[src/rtl/serial_sub_ctrl_if.sv]
// Handshake and operand/result bundle for serial_sub_ctrl.
// Define SERIAL_SUB_OVF_EN to add the signed-overflow flag (ovf).
interface serial_sub_ctrl_if #(
    parameter int unsigned WIDTH = 8
);
    logic             start;
    logic [WIDTH-1:0] a;
    logic [WIDTH-1:0] b;
    logic             busy;
    logic             done;
    logic [WIDTH-1:0] diff;
    logic             borrow_out;
`ifdef SERIAL_SUB_OVF_EN
    logic             ovf;

    modport master (
        output start, a, b,
        input  busy, done, diff, borrow_out, ovf
    );
    modport slave (
        input  start, a, b,
        output busy, done, diff, borrow_out, ovf
    );
`else
    modport master (
        output start, a, b,
        input  busy, done, diff, borrow_out
    );
    modport slave (
        input  start, a, b,
        output busy, done, diff, borrow_out
    );
`endif
endinterface

[src/rtl/serial_sub_ctrl.sv]
// Bit-serial A - B controller: one full-subtractor cell stepped LSB first over WIDTH cycles.
// Define SERIAL_SUB_OVF_EN to add the signed-overflow output ovf.
module serial_sub_ctrl #(
    parameter int unsigned WIDTH = 8
) (
    input  logic             clk,
    input  logic             rst,
    serial_sub_ctrl_if.slave bus
);
    localparam int unsigned CW = (WIDTH > 1) ? $clog2(WIDTH) : 1;

    typedef enum logic [1:0] {StIdle, StRun, StDone} state_e;

    state_e           state_q, state_d;
    logic [WIDTH-1:0] a_sr_q, a_sr_d;
    logic [WIDTH-1:0] b_sr_q, b_sr_d;
    logic [WIDTH-1:0] res_q, res_d;
    logic [WIDTH-1:0] diff_q, diff_d;
    logic [CW-1:0]    cnt_q, cnt_d;
    logic             bin_q, bin_d;
    logic             borrow_q, borrow_d;
    logic             cell_diff, cell_bout, last_bit;
`ifdef SERIAL_SUB_OVF_EN
    logic             ovf_q, ovf_d;
`endif

    assign cell_diff = a_sr_q[0] ^ b_sr_q[0] ^ bin_q;
    assign cell_bout = (~a_sr_q[0] & b_sr_q[0]) | (~(a_sr_q[0] ^ b_sr_q[0]) & bin_q);
    assign last_bit  = (cnt_q == CW'(WIDTH - 1));

    always_comb begin
        state_d  = state_q;
        a_sr_d   = a_sr_q;
        b_sr_d   = b_sr_q;
        res_d    = res_q;
        diff_d   = diff_q;
        cnt_d    = cnt_q;
        bin_d    = bin_q;
        borrow_d = borrow_q;
`ifdef SERIAL_SUB_OVF_EN
        ovf_d    = ovf_q;
`endif
        case (state_q)
            StIdle: begin
                if (bus.start) begin
                    a_sr_d  = bus.a;
                    b_sr_d  = bus.b;
                    bin_d   = 1'b0;
                    cnt_d   = '0;
                    state_d = StRun;
                end
            end
            StRun: begin
                a_sr_d = a_sr_q >> 1;
                b_sr_d = b_sr_q >> 1;
                res_d  = {cell_diff, res_q[WIDTH-1:1]};
                bin_d  = cell_bout;
                if (last_bit) begin
                    state_d  = StDone;
                    diff_d   = res_d;
                    borrow_d = cell_bout;
`ifdef SERIAL_SUB_OVF_EN
                    // On the last step a_sr/b_sr bit 0 hold the captured operand MSBs.
                    ovf_d    = (a_sr_q[0] != b_sr_q[0]) && (cell_diff != a_sr_q[0]);
`endif
                end else begin
                    cnt_d = cnt_q + CW'(1);
                end
            end
            StDone: begin
                state_d = StIdle;
            end
            default: begin
                state_d = StIdle;
            end
        endcase
    end

    always_ff @(posedge clk or posedge rst) begin
        if (rst) begin
            state_q  <= StIdle;
            a_sr_q   <= '0;
            b_sr_q   <= '0;
            res_q    <= '0;
            diff_q   <= '0;
            cnt_q    <= '0;
            bin_q    <= 1'b0;
            borrow_q <= 1'b0;
`ifdef SERIAL_SUB_OVF_EN
            ovf_q    <= 1'b0;
`endif
        end else begin
            state_q  <= state_d;
            a_sr_q   <= a_sr_d;
            b_sr_q   <= b_sr_d;
            res_q    <= res_d;
            diff_q   <= diff_d;
            cnt_q    <= cnt_d;
            bin_q    <= bin_d;
            borrow_q <= borrow_d;
`ifdef SERIAL_SUB_OVF_EN
            ovf_q    <= ovf_d;
`endif
        end
    end

    assign bus.busy       = (state_q == StRun);
    assign bus.done       = (state_q == StDone);
    assign bus.diff       = diff_q;
    assign bus.borrow_out = borrow_q;
`ifdef SERIAL_SUB_OVF_EN
    assign bus.ovf        = ovf_q;
`endif

endmodule

[src/flat_wrapper.sv]
// flat-port wrapper written by rule: the top's interface ports become plain ports
module serial_sub_ctrl_flat 
#(
    parameter int unsigned WIDTH = 8
)
  (clk, rst, bus_start, bus_a, bus_b, bus_busy, bus_done, bus_diff, bus_borrow_out);
  serial_sub_ctrl_if #(.WIDTH(WIDTH)) bus_i ();
  input  logic clk;
  input  logic rst;
  input wire logic [$bits(bus_i.start)-1:0] bus_start;
  input wire logic [$bits(bus_i.a)-1:0] bus_a;
  input wire logic [$bits(bus_i.b)-1:0] bus_b;
  output wire logic [$bits(bus_i.busy)-1:0] bus_busy;
  output wire logic [$bits(bus_i.done)-1:0] bus_done;
  output wire logic [$bits(bus_i.diff)-1:0] bus_diff;
  output wire logic [$bits(bus_i.borrow_out)-1:0] bus_borrow_out;
  assign bus_i.start = bus_start;
  assign bus_i.a = bus_a;
  assign bus_i.b = bus_b;
  assign bus_busy = bus_i.busy;
  assign bus_done = bus_i.done;
  assign bus_diff = bus_i.diff;
  assign bus_borrow_out = bus_i.borrow_out;
  serial_sub_ctrl #(.WIDTH(WIDTH)) u_core (.clk(clk), .rst(rst), .bus(bus_i));
endmodule
[config.mk]
export PLATFORM = sky130hd
export DESIGN_NAME = serial_sub_ctrl_flat
export DESIGN_NICKNAME = d
export VERILOG_FILES = /design/src/rtl/serial_sub_ctrl_if.sv /design/src/rtl/serial_sub_ctrl.sv /design/src/flat_wrapper.sv
export SDC_FILE = /design/constraint.sdc
export NUM_CORES = 1
export LEC_CHECK = 0
export CORE_ASPECT_RATIO = 1.4
export CORE_UTILIZATION = 52
export DETAILED_ROUTE_END_ITERATION = 12
export PLACE_DENSITY_LB_ADDON = 0.08
export SYNTH_ARGS = -nofsm -noshare
export SYNTH_HDL_FRONTEND = slang
export SYNTH_SLANG_ARGS = --single-unit
[constraint.sdc]
create_clock -name clk -period 2 [get_ports clk]
set_input_delay 0.5 -clock clk [delete_from_list [all_inputs] [get_ports clk]]
set_output_delay 0.5 -clock clk [all_outputs]
set_load 0.01 [all_outputs]
==> results.md, run 1 <==
* Number of distinct library cell variants in the gate-level netlist after synthesis at 28
* Most frequent cells in the layout: sky130_fd_sc_hd__dfrtp_1 (38), sky130_fd_sc_hd__clkdlybuf4s50_1 (28), sky130_fd_sc_hd__inv_1 (18), sky130_fd_sc_hd__nor4b_1 (15), sky130_fd_sc_hd__nor3b_1 (11)
* CTS hold repair buffers at 0
* Post-synthesis mux area share at 0.114
* Post-DP HPWL at 2310 um
* Maximum level of the CTS H-tree at 2
* WP buf/inv at 1
* Number of DRC violations after detailed-routing iteration 0 at 28
* Total Negative Setup Slacks at 0 ns
* Setup repair after global routing missed its margin: false
* Number of max-cap violations at 0
* Worst clock skew at 0.00351 ns
* Number of primary I/O pins at 30
* Stage delay of the slowest cell on the critical path at 0.56 ns
* Sequential fraction of the synthesis area at 0.517
* First-pass GRT wire length at 5590 um
* Top achievable clock speed at 0.529 GHz
* Area share of fa/ha/maj cells after synthesis at 0.0245
* Count of inserted antenna diode cells at 0
* Post-Synthesis Cell Area at 0.00184 sq mm
* Critical Path End Type: output port
* Synth Area in Compound Gates at 0.106
* Family of cells with the greatest summed delay on the critical path: buffers and inverters
* Worst slack on hold paths at 0.497 ns
* Seq. cell area at 951 sq um
* Top flip-flop cell by instance count after synthesis: sky130_fd_sc_hd__dfrtp_1
* Area taken by multi-input logic gates at 737 sq um
* CTS Sinks at 38
* Final Hold Fails at 0
* Relative area change from synthesis to final layout at 20.9%
* Most common library cell in the layout ignoring fill and taps: sky130_fd_sc_hd__dfrtp_1
* Number of iterations in the first detailed-routing pass at 4
* Synthesized area divided by synthesized cell count at 12.8 sq um
* EDFF count, synth at 0
* Number of antenna violations at the first check in global routing at 0
* Fillcell total at 282
* Fraction of registers with async set/reset at 1.00
* Count of nets left with antenna violations after detail routing at 0
* Core outline area at 0.00338 sq mm
* Slew of the pin with the lowest slew margin at 0.517 ns
* Layout cell share with drive strength beyond 1 at 0.155
* Initial core utilization at 0.545
* Die Y at 72.4 um
* Final Wtd Congestion at 0.731
* Final count of negative-setup-slack endpoints at 0
* Skew-Pair Late Insertion Delay at 0.28 ns
* Critical Setup Path Class: reg -> out
* # DRC at 0
* VDD IR-drop max at 0.941 mV
* Critical Path AT at 1.39 ns
* Final cycle utilization of the critical path at 0.945
* CTS root buffer: sky130_fd_sc_hd__clkbuf_8
* Final wirelength at 3290 um
* Die area at 0.00378 sq mm
* Bufs on Longest Clock Path at 2
* Hold Crit Class: reg -> reg
* Cell with the largest stage delay on the worst path: sky130_fd_sc_hd__clkdlybuf4s50_1
* Number of global-route vias before repair at 1264
* Buffers inserted during post-CTS setup optimization at 0
* Global route total overflow at 0
* Count of vias placed by the detailed router at 1223
* Number of resized instances in the post-cts repair step at 1
* Total power divided by cell area at 1460 mW/mm^2
* Number of buffers created by CTS at 5
* Final count of pins violating max slew at 0
* # nets final at 197
* Via density per instance at 5.71
* Post-synthesis register bit count at 38
* Worst-path fanout max at 3
* Critical Path Start Type: flop
* Area fraction in and, or, nand and nor cells after synthesis at 0.156
* Relative slew slack at 0.654
* Result of the run: finished, final reports clean
* Number of nets in the synthesized netlist at 166
* Synthesized netlist cell count at 144
* TritonCTS clock tree: built
* Final routed wire length divided by cell count at 15.4 um
* Tot GR Track Use at 0.204
* Pwr Total at 0.00324 W
* Pin count of the biggest net entering global routing at 39
* WP data required at 1.50 ns
* Largest family of logic cells by synthesized area: simple AND/OR/NAND/NOR gates
* Shortest clock period the worst path allows after layout at 1.89 ns
* I/O Buffers at 29
* Leakage dissipation at 1.01 nW
* Cell row count at 25
* Die span in x at 52.3 um
* Cell-by-cell listing of the critical path: nor2b_1 > clkdlybuf4s50_1
* Synth Area in XOR/XNOR at 0
* Clk pin slew, worst setup/hold paths at 0.07 ns
* Yosys warns at 0
==> flip-flops by register name, summed over array words and instances (netlist names) <==
signal	cells
u_core.bus.diff	8
u_core.b_sr_q	8
u_core.bin_q	1
u_core.state_q	2
u_core.cnt_q	3
u_core.a_sr_q	8
u_core.res_q	7
u_core.bus.borrow_out	1
==> kinds of logic after synthesis <==
kind of cell / count (synthesis)
fa+ha+maj: 3
compound gates: 22
flops: 38
simple gates: 35
buf+inv: 30
mux: 16
==> power by group <==
| group | switching, W | internal (W) | leakage, nW |
|---|---|---|---|
| Sequential | 0.000206 | 0.00114 | 0.458 |
| Clock | 0.000238 | 0.000266 | 0.0431 |
| Combinational | 0.000616 | 0.000776 | 0.508 |
==> worst paths after layout <==
kind	to	cells after the start	slack, ns	startpoint
max	bus_done	2	0.11	u_core.state_q[0]
min	u_core.bin_q	1	0.50	u_core.bin_q
max reg2reg	u_core.bus.diff[5]	5	0.33	u_core.cnt_q[0]
min reg2reg	u_core.bin_q	1	0.50	u_core.bin_q
max in group asynchronous	u_core.bus.diff[1]	3	1.03	rst
min in group asynchronous	u_core.b_sr_q[2]	3	0.63	rst
==> routing by layer <==
layer	up-vias	global-route usage	wire length, um
li1	580	-	-
met1	609	0.220	1330
met2	29	0.367	1790
met3	5	0.0545	122
met4	0	0.0789	45
met5	-	0	0
==> synth_stat cells, types with 3 or more instances <==
library cell	count	area [sq um]
sky130_fd_sc_hd__a221oi_1	3	26.3
sky130_fd_sc_hd__dfrtp_1	38	951
sky130_fd_sc_hd__and3_1	3	18.8
sky130_fd_sc_hd__nor3b_1	11	82.6
sky130_fd_sc_hd__inv_1	18	67.6
sky130_fd_sc_hd__buf_6	3	33.8
sky130_fd_sc_hd__a211oi_1	9	67.6
sky130_fd_sc_hd__buf_4	3	22.5
sky130_fd_sc_hd__mux2_1	6	67.6
sky130_fd_sc_hd__mux2_4	8	120
sky130_fd_sc_hd__buf_2	5	25.0
sky130_fd_sc_hd__nor4b_1	15	131
sky130_fd_sc_hd__a211o_1	3	26.3
==> stage by stage <==
stage               cell area, sq um  cells  setup slack, ns  utilization
finish                          2230    214            0.110        0.659
global route                    2230    214           0.0426        0.659
CTS                             2230    214           0.0897        0.659
detailed placement              2140    208            0.112        0.635
global placement                2140    208            0.221        0.635
floorplan                       1840    144            0.496            -
==> area by class of cell <==
type | count | share of cell area
multi-input combinational | 76 | 0.331
timing repair buffer | 35 | 0.150
tap | 40 | 0.0225
inverter | 19 | 0.0320
sequential | 38 | 0.427
clock buffer | 6 | 0.0371
No activity file was read; power rests on OpenSTA's default activity.
==> run 2, diff against run 1 <==
--- a/config.mk
+++ b/config.mk
@@ -5,8 +5,9 @@
 export SDC_FILE = /design/constraint.sdc
 export NUM_CORES = 1
 export LEC_CHECK = 0
+export ABC_AREA = 1
 export CORE_ASPECT_RATIO = 1.4
-export CORE_UTILIZATION = 52
+export CORE_UTILIZATION = 45
 export DETAILED_ROUTE_END_ITERATION = 12
 export PLACE_DENSITY_LB_ADDON = 0.08
 export SYNTH_ARGS = -nofsm -noshare
==> results.md, run 2 <==
* Post-synthesis register bit count at 38 (unchanged)
* Total power divided by cell area at 1490 mW/mm^2 (+2.3%)
* Via density per instance at 4.86 (-15%)
* Final wirelength at 3450 um (+4.8%)
* Final Hold Fails at 0 (unchanged)
* Post-Synthesis Cell Area at 0.00180 sq mm (-2.1%)
* EDFF count, synth at 0 (unchanged)
* Hold Crit Class: reg -> reg
* Maximum level of the CTS H-tree at 2 (unchanged)
* Post-synthesis mux area share at 0 (-0.114)
* Critical Path End Type: output port
* Number of antenna violations at the first check in global routing at 0 (unchanged)
* Area fraction in and, or, nand and nor cells after synthesis at 0.288 (+0.132)
* Final design utilization at 0.585 (-0.0739)
* Final routed wire length divided by cell count at 12.1 um (-21%)
* Count of placed standard cells in the final layout, fillers left out at 285 (+33%)
* Critical Path AT at 1.23 ns (-0.16 ns)
* Tot GR Track Use at 0.185 (-0.0186)
* Yosys warns at 0 (unchanged)
* Number of buffers created by CTS at 5 (unchanged)
* Area taken by multi-input logic gates at 691 sq um (-6.3%)
* Setup repair after global routing missed its margin: false
* Worst-path fanout max at 9 (+6)
* Final count of negative-setup-slack endpoints at 0 (unchanged)
* Number of iterations in the first detailed-routing pass at 4 (unchanged)
* Final cycle utilization of the critical path at 0.865 (-0.0796)
* Clk pin slew, worst setup/hold paths at 0.07 ns (about the same)
* Most frequent cells in the layout: sky130_fd_sc_hd__nand2_1 (100), sky130_fd_sc_hd__dfrtp_1 (37), sky130_fd_sc_hd__clkdlybuf4s50_1 (27), sky130_fd_sc_hd__nand3_1 (19), sky130_fd_sc_hd__inv_1 (13)
* Synth Area in XOR/XNOR at 0 (unchanged)
* Critical Setup Path Class: reg -> out
* Die span in x at 55.5 um (+6.1%)
* Number of DRC violations after detailed-routing iteration 0 at 53 (+89%)
* Bufs on Longest Clock Path at 2 (unchanged)
* Number of distinct library cell variants in the gate-level netlist after synthesis at 19 (-32%)
* Relative area change from synthesis to final layout at 21.5%
* Top area cells in the synthesized netlist: sky130_fd_sc_hd__dfrtp_1 (53%), sky130_fd_sc_hd__nand2_1 (21%), sky130_fd_sc_hd__nand3_1 (5.3%), sky130_fd_sc_hd__buf_6 (4.4%), sky130_fd_sc_hd__o21ai_2 (3.9%)
* # nets final at 264 (+34%)
* Most common library cell in the layout ignoring fill and taps: sky130_fd_sc_hd__nand2_1
* Count of inserted antenna diode cells at 0 (unchanged)
* Worst clock skew at 0.00467 ns (+0.00116 ns)
* Global route total overflow at 0 (unchanged)
* TritonCTS clock tree: built
* Number of global-route vias before repair at 1404 (+11%)
* Core outline area at 0.00374 sq mm (+11%)
* Result of the run: finished, final reports clean
* Die area at 0.00426 sq mm (+13%)
* Number of max-cap violations at 0 (unchanged)
* Count of nets left with antenna violations after detail routing at 0 (unchanged)
* Final Wtd Congestion at 0.797 (+9.0%)
* Largest family of logic cells by synthesized area: simple AND/OR/NAND/NOR gates
* VDD IR-drop max at 0.951 mV (+1.1%)
* Fraction of registers with async set/reset at 1.00 (unchanged)
* Number of nets in the synthesized netlist at 232 (+40%)
* CTS Sinks at 38 (unchanged)
* Synth Area in Compound Gates at 0.0701 (-0.0359)
* WP data required at 1.50 ns (about the same)
* Die Y at 76.9 um (+6.2%)
* Most instantiated library cell after synthesis: sky130_fd_sc_hd__nand2_1
* Top flip-flop cell by instance count after synthesis: sky130_fd_sc_hd__dfrtp_1
* Initial core utilization at 0.482 (-0.0632)
* I/O Buffers at 29 (unchanged)
* Cell row count at 26 (+4.0%)
* CTS hold repair buffers at 0 (unchanged)
* Portion of synthesized cell area occupied by the leading cell type at 0.528 (+0.0111)
* Leading post-synthesis cells by instance count: sky130_fd_sc_hd__nand2_1 (100), sky130_fd_sc_hd__dfrtp_1 (38), sky130_fd_sc_hd__nand3_1 (19), sky130_fd_sc_hd__inv_1 (13)
* Shortest clock period the worst path allows after layout at 1.73 ns (-0.159 ns)
* Placed cells at 277 (+33%)
* Number of primary I/O pins at 30 (unchanged)
* CTS root buffer: sky130_fd_sc_hd__clkbuf_8
* # DRC at 0 (unchanged)
* Total Negative Setup Slacks at 0 ns (unchanged)
* Seq. cell area at 952 sq um (+0.13%)
* Area share of fa/ha/maj cells after synthesis at 0.0250 (+0.000527)
* Layout cell share with drive strength beyond 1 at 0.119 (-0.0358)
* Synthesized area divided by synthesized cell count at 8.58 sq um (-33%)
* Pin count of the biggest net entering global routing at 39 (unchanged)
* Skew-Pair Late Insertion Delay at 0.29 ns (about the same)
* Synthesized netlist cell count at 210 (+46%)
* Critical Path Start Type: flop
* Fillcell total at 351 (+24%)
* Count of vias placed by the detailed router at 1386 (+13%)
* Relative slew slack at 0.684 (+0.0295)
* Post-DP HPWL at 2430 um (+5.1%)
* Cell taking the most area after synthesis: sky130_fd_sc_hd__dfrtp_1
* Slew of the pin with the lowest slew margin at 0.474 ns (-0.0429 ns)
* Sequential fraction of the synthesis area at 0.528 (+0.0111)
* Top achievable clock speed at 0.578 GHz (+9.2%)
* Leakage dissipation at 1.14 nW (+13%)
* First-pass GRT wire length at 6190 um (+11%)
* Final count of pins violating max slew at 0 (unchanged)
## run 2: cell types whose count changed in the layout (fill, tap and decap cells not counted), moves of 9 or more
cell                       change
sky130_fd_sc_hd__nand2_1     +100
sky130_fd_sc_hd__nand3_1      +19
sky130_fd_sc_hd__nor4b_1      -15
sky130_fd_sc_hd__nor3b_1      -11
sky130_fd_sc_hd__a211oi_1      -9
## run 2: critical path, cell delays in order (launching register included)
cell and delay (ns):
sky130_fd_sc_hd__dfrtp_2 0.47, sky130_fd_sc_hd__inv_2 0.07, sky130_fd_sc_hd__nor2_4 0.12, sky130_fd_sc_hd__dlygate4sd2_1 0.28
## run 2: kinds of logic after synthesis
kind of cell	after synthesis
flip-flops	38
AO/OA/AOI/OAI	17
adder cells (fa/ha/maj)	3
AND/OR/NAND/NOR	126
buffers and inverters	26
## run 2: layer usage
metal  wire, um  share of wire  GRT usage  vias to the layer above
li1           -              -          -                      714
met1       1500           0.44      0.208                      645
met2       1770           0.51      0.327                       23
met3        135          0.039     0.0556                        4
met4         41          0.012     0.0675                        0
met5          0              0          0                        -
## run 2: path summary, 6_finish.rpt
kind                                   startpoint           endpoint  slack (ns)  cells after the start
worst max-delay path            u_core.state_q[0]           bus_busy        0.27                      3
worst min-delay path             u_core.a_sr_q[7]   u_core.a_sr_q[7]        0.47                      2
worst max register to register  u_core.state_q[1]   u_core.b_sr_q[1]        0.59                      8
worst min register to register   u_core.a_sr_q[7]   u_core.a_sr_q[7]        0.47                      2
max in group asynchronous                     rst  u_core.state_q[0]        1.02                      3
min in group asynchronous                     rst    u_core.res_q[2]        0.63                      3
## run 2: report_power, final
group,internal [W],switching (W),leakage (nW)
combinational,0.000600,0.000800,0.614
clock,0.000277,0.000271,0.0472
sequential,0.00111,0.000205,0.482
## run 2: repair_timing
| action | CTS | global route |
|---|---|---|
| endpoints found under the hold margin | 0 | 0 |
| buffers inserted | 0 | 0 |
| gates resized for setup | 3 | 0 |
| setup endpoints to repair | 2 | 0 |
## run 2: final cells by class
type | instances | share of cell area
Sequential cell | 38 | 0.435
Clock buffer | 6 | 0.0377
Inverter | 16 | 0.0297
Clock inverter | 2 | 0.00572
Timing Repair Buffer | 35 | 0.152
Multi-Input combinational cell | 146 | 0.316
Tap cell | 42 | 0.0240
## run 2: stage by stage
stage               instance area (sq um)  setup WS (ns)  power, W  hold slack [ns]
floorplan                            1800          0.596   0.00235            0.442
global placement                     2090          0.227   0.00270            0.455
detailed placement                   2090          0.216   0.00276            0.464
CTS                                  2190          0.249   0.00332            0.481
global route                         2190          0.211   0.00357            0.505
finish                               2190          0.270   0.00326            0.475
